`config.mk`:
```
export PLATFORM = sky130hd
export DESIGN_NAME = tdm_demux2
export DESIGN_NICKNAME = d
export VERILOG_FILES = /design/src/rtl/tdm_demux2.sv
export SDC_FILE = /design/constraint.sdc
export NUM_CORES = 1
export LEC_CHECK = 0
export ABC_AREA = 0
export CAP_MARGIN = 10
export CORE_AREA = 2 2 39 41
export CTS_CLUSTER_DIAMETER = 40
export DETAILED_ROUTE_END_ITERATION = 8
export DIE_AREA = 0 0 41 43
export DONT_BUFFER_PORTS = 1
export GPL_TIMING_DRIVEN = 0
export HOLD_SLACK_MARGIN = 0.03
export PLACE_DENSITY = 0.74
export SYNTH_ARGS = -nofsm -noshare
export SYNTH_HDL_FRONTEND = slang
export SYNTH_SLANG_ARGS = --single-unit
```
`constraint.sdc`:
```
create_clock -name clk -period 4.3 [get_ports clk]
set_clock_uncertainty 0.15 [all_clocks]
set_input_delay 0.645 -clock clk [delete_from_list [all_inputs] [get_ports clk]]
set_output_delay 0.645 -clock clk [all_outputs]
set_load 0.005 [all_outputs]
```
`src/rtl/tdm_demux2.sv`:
```
// Two-channel TDM demultiplexer: each beat is routed to its own 2-entry FIFO per channel.
// Optional macro TDM_DEMUX2_AUTOSEL_EN replaces in_sel with an internal A/B toggle.
module tdm_demux2_fifo (
  input  logic       clk,
  input  logic       rst,
  input  logic       push_i,
  input  logic [1:0] data_i,
  input  logic       pop_i,
  output logic       full_o,
  output logic       valid_o,
  output logic [1:0] data_o
);
  logic [1:0][1:0] mem_q;
  logic            wr_q, rd_q;
  logic [1:0]      cnt_q, cnt_d;
  logic            do_pop;

  assign do_pop  = pop_i & valid_o;
  assign full_o  = (cnt_q == 2'd2);
  assign valid_o = (cnt_q != 2'd0);
  // Empty channel presents zero rather than stale storage.
  assign data_o  = valid_o ? mem_q[rd_q] : 2'b00;

  always_comb begin
    cnt_d = cnt_q;
    case ({push_i, do_pop})
      2'b10:   cnt_d = cnt_q + 2'd1;
      2'b01:   cnt_d = cnt_q - 2'd1;
      default: cnt_d = cnt_q;
    endcase
  end

  always_ff @(posedge clk) begin
    if (rst) begin
      mem_q <= '0;
      wr_q  <= 1'b0;
      rd_q  <= 1'b0;
      cnt_q <= 2'd0;
    end else begin
      if (push_i) begin
        mem_q[wr_q] <= data_i;
        wr_q        <= ~wr_q;
      end
      if (do_pop) rd_q <= ~rd_q;
      cnt_q <= cnt_d;
    end
  end
endmodule

module tdm_demux2 (
  input  logic       clk,
  input  logic       rst,
  input  logic [1:0] in_data,
  input  logic       in_sel,
  input  logic       in_valid,
  output logic       in_ready,
  output logic [1:0] a_data,
  output logic       a_valid,
  input  logic       a_ready,
  output logic [1:0] b_data,
  output logic       b_valid,
  input  logic       b_ready
);
  logic sel_eff;
  logic a_full, b_full;
  logic acc;

  // Ready looks only at occupancy, so a full FIFO never takes a beat on a pop cycle.
  assign in_ready = sel_eff ? ~b_full : ~a_full;
  assign acc      = in_valid & in_ready;

`ifdef TDM_DEMUX2_AUTOSEL_EN
  localparam logic [0:0] SEL_A = 1'b0;
  localparam logic [0:0] SEL_B = 1'b1;
  logic [0:0] state_q, state_d;

  assign sel_eff = (state_q == SEL_B);

  always_comb begin
    state_d = state_q;
    if (acc) state_d = (state_q == SEL_A) ? SEL_B : SEL_A;
  end

  always_ff @(posedge clk) begin
    if (rst) state_q <= SEL_A;
    else     state_q <= state_d;
  end
`else
  assign sel_eff = in_sel;
`endif

  tdm_demux2_fifo u_fifo_a (
    .clk    (clk),
    .rst    (rst),
    .push_i (acc & ~sel_eff),
    .data_i (in_data),
    .pop_i  (a_ready),
    .full_o (a_full),
    .valid_o(a_valid),
    .data_o (a_data)
  );

  tdm_demux2_fifo u_fifo_b (
    .clk    (clk),
    .rst    (rst),
    .push_i (acc & sel_eff),
    .data_i (in_data),
    .pop_i  (b_ready),
    .full_o (b_full),
    .valid_o(b_valid),
    .data_o (b_data)
  );
endmodule

```
==> metrics.txt, run 1 <==
initial antenna violation count 0; TritonCTS clock tree yes; cts repair resizes 0; Post-CTS Setup Bufs 0; htree depth 1; #FFs+latches synth 16; drt initial violations 4; Syn Area/Cell 9.141 um2; layout cells sized above 1 7.865%; Placer Congestion 0.6339; fin. max-slew vios 0; Clock Pin Slew Worst Setup and Hold Paths 90 ps; antenna cells 0; vias in the first global route 497; Synth warnings 0; Skew-Pair Late Insertion Delay 290 ps; Worst Path Max Fanout 5; synthesis-to-finish area growth 7.246%; power density over cell area 523.7 mW/mm2; die footprint 0.001763 mm2; Hold Buf Count CTS 0; post-DP HPWL 949.3 um; setup TNS 0 ps; register area share after synthesis 41.22%; startpoint class of the critical path register; GRT Util Overall 16.95%; maximum clock rate 0.5130 GHz; per-cell routed wire length 12.23 um; Clock Tree Buf Depth 2; synthesized cell area 777.0 um2; worst-margin pin slew 450.1 ps; Syn Inst Count 85; Residual DRC 0; Max rail drop VDD 0.3123 mV; Crit Path Category reg2out; Final setup viols 0; Slew Limit Headroom 69.93%; Net Count, Synth 95; largest net degree at the start of global routing 11; leak pwr 0.3534 nW; CP required 3500 ps; max_cap viols 0; core area 0.001384 mm2; GRT Residual Overflow 0; RSZ-0062 raised after global routing false; met2 usage 22.81%; Detailed Routing Iterations Pass 1 2; Die X 41 um; DR vias/cell 5.324; final-layout fill cell count 132; layer with the highest usage met2; Total Power 0.0004364 W; dominant cell type by area after synthesis dfxtp_1; CP Capture Type primary output; Fin. Hold Viols 0; Period minus WS final 1949 ps; GRT met3 Usage 3.141%; clk sinks 16; post-route ant nets 0; die span in y 43 um; initial core utilization 56.15%; global-route met1 utilization 22.33%; final wirelength 1.284 mm; Critical Path AT 1150 ps; Synth area leaders dfxtp_1 (41%), mux2i_1 (15%), nand2b_1 (8.9%); Hold WC Path Type reg2reg; root buf cell clkbuf_4; I/O Pins 15; fin nets 100; Netlist cell types 20; Yosys top cell area share 41.22%; Port-buffer cells 0; final worst-path cycle share 45.33%; Vias 559; Cell Rows 14; status complete, no violations; CTS Buf Count 3; first-pass GRT wire length 2.001 mm
==> state kept, by name (all words and copies together), names as in the netlist <==
| signal | count |
|---|---|
| u_fifo_a.wr_q | 1 |
| u_fifo_a.cnt_q | 2 |
| u_fifo_a.mem_q | 4 |
| u_fifo_b.cnt_q | 2 |
| u_fifo_a.rd_q | 1 |
| u_fifo_b.wr_q | 1 |
| u_fifo_b.mem_q | 4 |
| u_fifo_b.rd_q | 1 |
==> synthesized netlist by cell type (all sizes together) <==
library cell / count
dfxtp: 16
mux2i: 12
nand2b: 11
nor2: 11
a21oi: 5
o21ai: 5
inv: 4
xor2: 4
or3: 3
ha: 2
nand2: 2
nor2b: 2
xnor2: 2
a21bo: 1
clkbuf: 1
nand3: 1
nand3b: 1
nor3b: 1
or2: 1
==> worst max-delay path: stages (launching register included) <==
cell and delay [ps]:
dfxtp_1 430, nand2b_1 220, nor2_1 60, a21oi_1 160
==> path summary, 6_finish.rpt <==
check                                  from                              to  slack [ps]  cells after the start
max          u_fifo_a.cnt_q[0]$_SDFFE_PP0P_                        in_ready        2350                      3
min reg2reg  u_fifo_b.mem_q[0]$_SDFFE_PP0P_  u_fifo_b.mem_q[0]$_SDFFE_PP0P_         330                      2
min          u_fifo_b.mem_q[0]$_SDFFE_PP0P_  u_fifo_b.mem_q[0]$_SDFFE_PP0P_         330                      2
max reg2reg  u_fifo_b.cnt_q[0]$_SDFFE_PP0P_  u_fifo_b.cnt_q[1]$_SDFFE_PP0P_        2430                      5
==> cell families (layout without fill, tap and decap cells) <==
family,count (synthesis),after routing,share of synthesized area (%)
XOR/XNOR,6,6,6.763
buffers and inverters,5,9,2.414
adder cells (fa/ha/maj),2,2,3.220
flip-flops,16,16,41.22
AO/OA/AOI/OAI,11,11,7.728
multiplexers,12,12,15.46
AND/OR/NAND/NOR,33,33,23.19
==> metal layers <==
layer  share of wire, %  up-vias
met4                2.6        0
met5                  0        -
li1                   -      292
met2                 42       11
met3                3.7        4
met1                 51      252
==> through the flow <==
step	utilization [%]	setup WS, ps	std cells	hold WS (ps)	cell area, um2
3_3_place_gp	57.59	2268	101	312.0	797.0
6_report	60.22	2351	105	331.0	833.3
4_1_cts	60.22	2314	105	338.3	833.3
2_1_floorplan	-	2317	85	298.8	777.0
5_1_grt	60.22	2254	105	352.5	833.3
3_5_place_dp	57.59	2250	101	318.7	797.0
==> area by class of cell <==
class                   instances  area [um2]  share of cell area, %
multi-input cells              64       437.9                  52.55
inverters                       4       15.01                  1.802
flip-flops and latches         16       320.3                  38.44
plain buffers                   1       3.754                 0.4505
well taps                      16       20.02                  2.402
clock buffers                   4       36.28                  4.354
==> cell usage in the layout (no fill, tap or decap) <==
| cell | n |
|---|---|
| mux2i_1 | 12 |
| xor2_1 | 4 |
| nand2_1 | 2 |
| or3_1 | 2 |
| clkbuf_1 | 1 |
| inv_1 | 4 |
| clkbuf_8 | 1 |
| or2_2 | 1 |
| a21oi_1 | 5 |
| ha_1 | 2 |
| a21bo_2 | 1 |
| nor3b_1 | 1 |
| xnor2_1 | 2 |
| nand3b_1 | 1 |
| o21ai_0 | 5 |
| nor2_1 | 11 |
| nand3_1 | 1 |
| clkbuf_4 | 3 |
| nor2b_1 | 2 |
| dfxtp_1 | 16 |
| or3_4 | 1 |
| nand2b_1 | 11 |
==> power breakdown <==
group	leakage, nW	total (W)	switching, W	internal (W)
Combinational	0.202	0.000129	0.0000667	0.0000626
Sequential	0.131	0.000207	0.0000313	0.000176
Clock	0.0210	0.0000996	0.0000481	0.0000516
Total	0.353	0.000436	0.000146	0.000290
(Power assumes the default switching activity.)
==> run 2: changes to the inputs <==
--- a/config.mk
+++ b/config.mk
@@ -7,10 +7,10 @@
 export LEC_CHECK = 0
 export ABC_AREA = 0
 export CAP_MARGIN = 10
-export CORE_AREA = 2 2 39 41
+export CORE_MARGIN = 2
+export CORE_UTILIZATION = 58
 export CTS_CLUSTER_DIAMETER = 40
 export DETAILED_ROUTE_END_ITERATION = 8
-export DIE_AREA = 0 0 41 43
 export DONT_BUFFER_PORTS = 1
 export GPL_TIMING_DRIVEN = 0
 export HOLD_SLACK_MARGIN = 0.03
==> constraint.sdc (replaced) <==
create_clock -name clk -period 1.9 [get_ports clk]
set_clock_uncertainty 0.15 [all_clocks]
set_input_delay 0.285 -clock clk [delete_from_list [all_inputs] [get_ports clk]]
set_output_delay 0.285 -clock clk [all_outputs]
set_load 0.005 [all_outputs]
==> metrics.txt, run 2 (synthesis gave the netlist of run 1 again) <==
Final setup viols 0; synthesis-to-finish area growth 9.662%; final worst-path cycle share 93.41%; die span in y 40.60 um; Critical Path Start u_fifo_b.cnt_q[1]$_SDFFE_PP0P_; commonest non-fill, non-tap cell in the layout dfxtp_1; antenna cells 0; clk sinks 16; power density over cell area 1125 mW/mm2; maximum clock rate 0.5635 GHz; Detailed Routing Iterations Pass 1 4; post-route ant nets 0; Port-buffer cells 0; CP required 1970 ps; slowest stage cell on the critical path dfxtp_1; initial core utilization 61.24%; Post-CTS Setup Bufs 0; GRT Util Overall 18.19%; startpoint class of the critical path register; DR vias/cell 5.552; RSZ-0062 raised after global routing false; drt initial violations 10; worst-margin pin slew 476.9 ps; Placer Congestion 0.6884; final wirelength 1.313 mm; setup TNS 0 ps; Fin. Hold Viols 0; per-cell routed wire length 12.50 um; Critical Path AT 1840 ps; Crit Path Category reg2reg; Skew-Pair Late Insertion Delay 280 ps; fin. max-slew vios 0; Slew Limit Headroom 68.14%; Cell Rows 13; vias in the first global route 460; Worst Path Max Fanout 5; post-DP HPWL 976 um; leak pwr 0.3550 nW; die footprint 0.001648 mm2; htree depth 1; dpl cells 100; Top delay family on crit path simple AND/OR/NAND/NOR gates; Critical R2R Launch u_fifo_b.cnt_q[1]$_SDFFE_PP0P_; Buf/Inv on CP 0; Max rail drop VDD 0.6135 mV; cells along the critical path nor2b_1, or2_2, ha_4, xnor2_1, or3_1, a21oi_1; Layout Utilization 67.16%; Period minus WS final 1775 ps; largest net degree at the start of global routing 11; most frequent cells in the layout dfxtp_1 (15), mux2i_1 (12), nand2b_1 (11), nor2_1 (11); layout cells sized above 1 8.889%; core area 0.001269 mm2; root buf cell clkbuf_4; CP Capture Type register; max_cap viols 0; Clock Pin Slew Worst Setup and Hold Paths 90 ps; Largest regs u_fifo_a.mem_q (4), u_fifo_b.mem_q (4); Clock Tree Buf Depth 2; Hold Startpoint rst; first-pass GRT wire length 1.890 mm; initial antenna violation count 0; I/O Pins 15; GRT Residual Overflow 0; final std cells w/o fill 105; TritonCTS clock tree yes; status complete, no violations; CP peak stage delay 340 ps; fin nets 102; Vias 583; CTS Buf Count 3; Die X 40.60 um; Residual DRC 0; Hold WC Path Type in2reg
[run 2: routing by layer]
| layer | global-route usage, % | vias up | wire length [um] |
|---|---|---|---|
| li1 | - | 296 | - |
| met1 | 22.15 | 270 | 623 |
| met2 | 26.98 | 13 | 600 |
| met3 | 5.556 | 4 | 61 |
| met4 | 12.50 | 0 | 27 |
| met5 | 0 | - | 0 |
[run 2: area by class of cell]
cell class / count / area [um2]
plain buffers: 1 / 3.754
flip-flops and latches: 16 / 321.6
clock buffers: 3 / 22.52
well taps: 15 / 18.77
multi-input cells: 64 / 450.4
inverters: 4 / 15.01
fillers: 110 / 416.7
repair buffers: 2 / 20.02
[run 2: repair_timing]
| item | CTS | global route |
|---|---|---|
| hold endpoints to repair | 2 | 1 |
| setup endpoints to repair | 0 | 1 |
| gates resized for setup | 0 | 2 |
| hold buffers | 1 | 1 |
[run 2: through the flow]
stage,setup WS (ps),power (W),hold slack [ps],area (um2)
detailed placement,23.56,0.0007712,322.0,795.8
finish,125.3,0.0009589,34.85,852.1
CTS,4.044,0.0009482,30.97,828.3
global route,25.63,0.001030,40.63,852.1
global placement,40.16,0.0007609,308.7,795.8
floorplan,127.0,0.0007201,298.8,777.0
[run 2: path summary, 6_finish.rpt]
| check | end | slack [ps] | cells past startpoint |
|---|---|---|---|
| worst min-delay path | u_fifo_b.mem_q[0]$_SDFFE_PP0P_ | 30 | 2 |
| worst min register to register | u_fifo_a.mem_q[3]$_SDFFE_PP0P_ | 330 | 2 |
| worst max register to register | u_fifo_b.cnt_q[1]$_SDFFE_PP0P_ | 130 | 6 |
| worst max-delay path | u_fifo_b.cnt_q[1]$_SDFFE_PP0P_ | 130 | 6 |
[run 2: report_power, final]
group          leakage, nW  total [W]  switching, W  internal, W
sequential           0.131   0.000471     0.0000703     0.000400
combinational        0.210   0.000313      0.000160     0.000152
clock               0.0138   0.000175      0.000102    0.0000736
total                0.355   0.000959      0.000332     0.000627
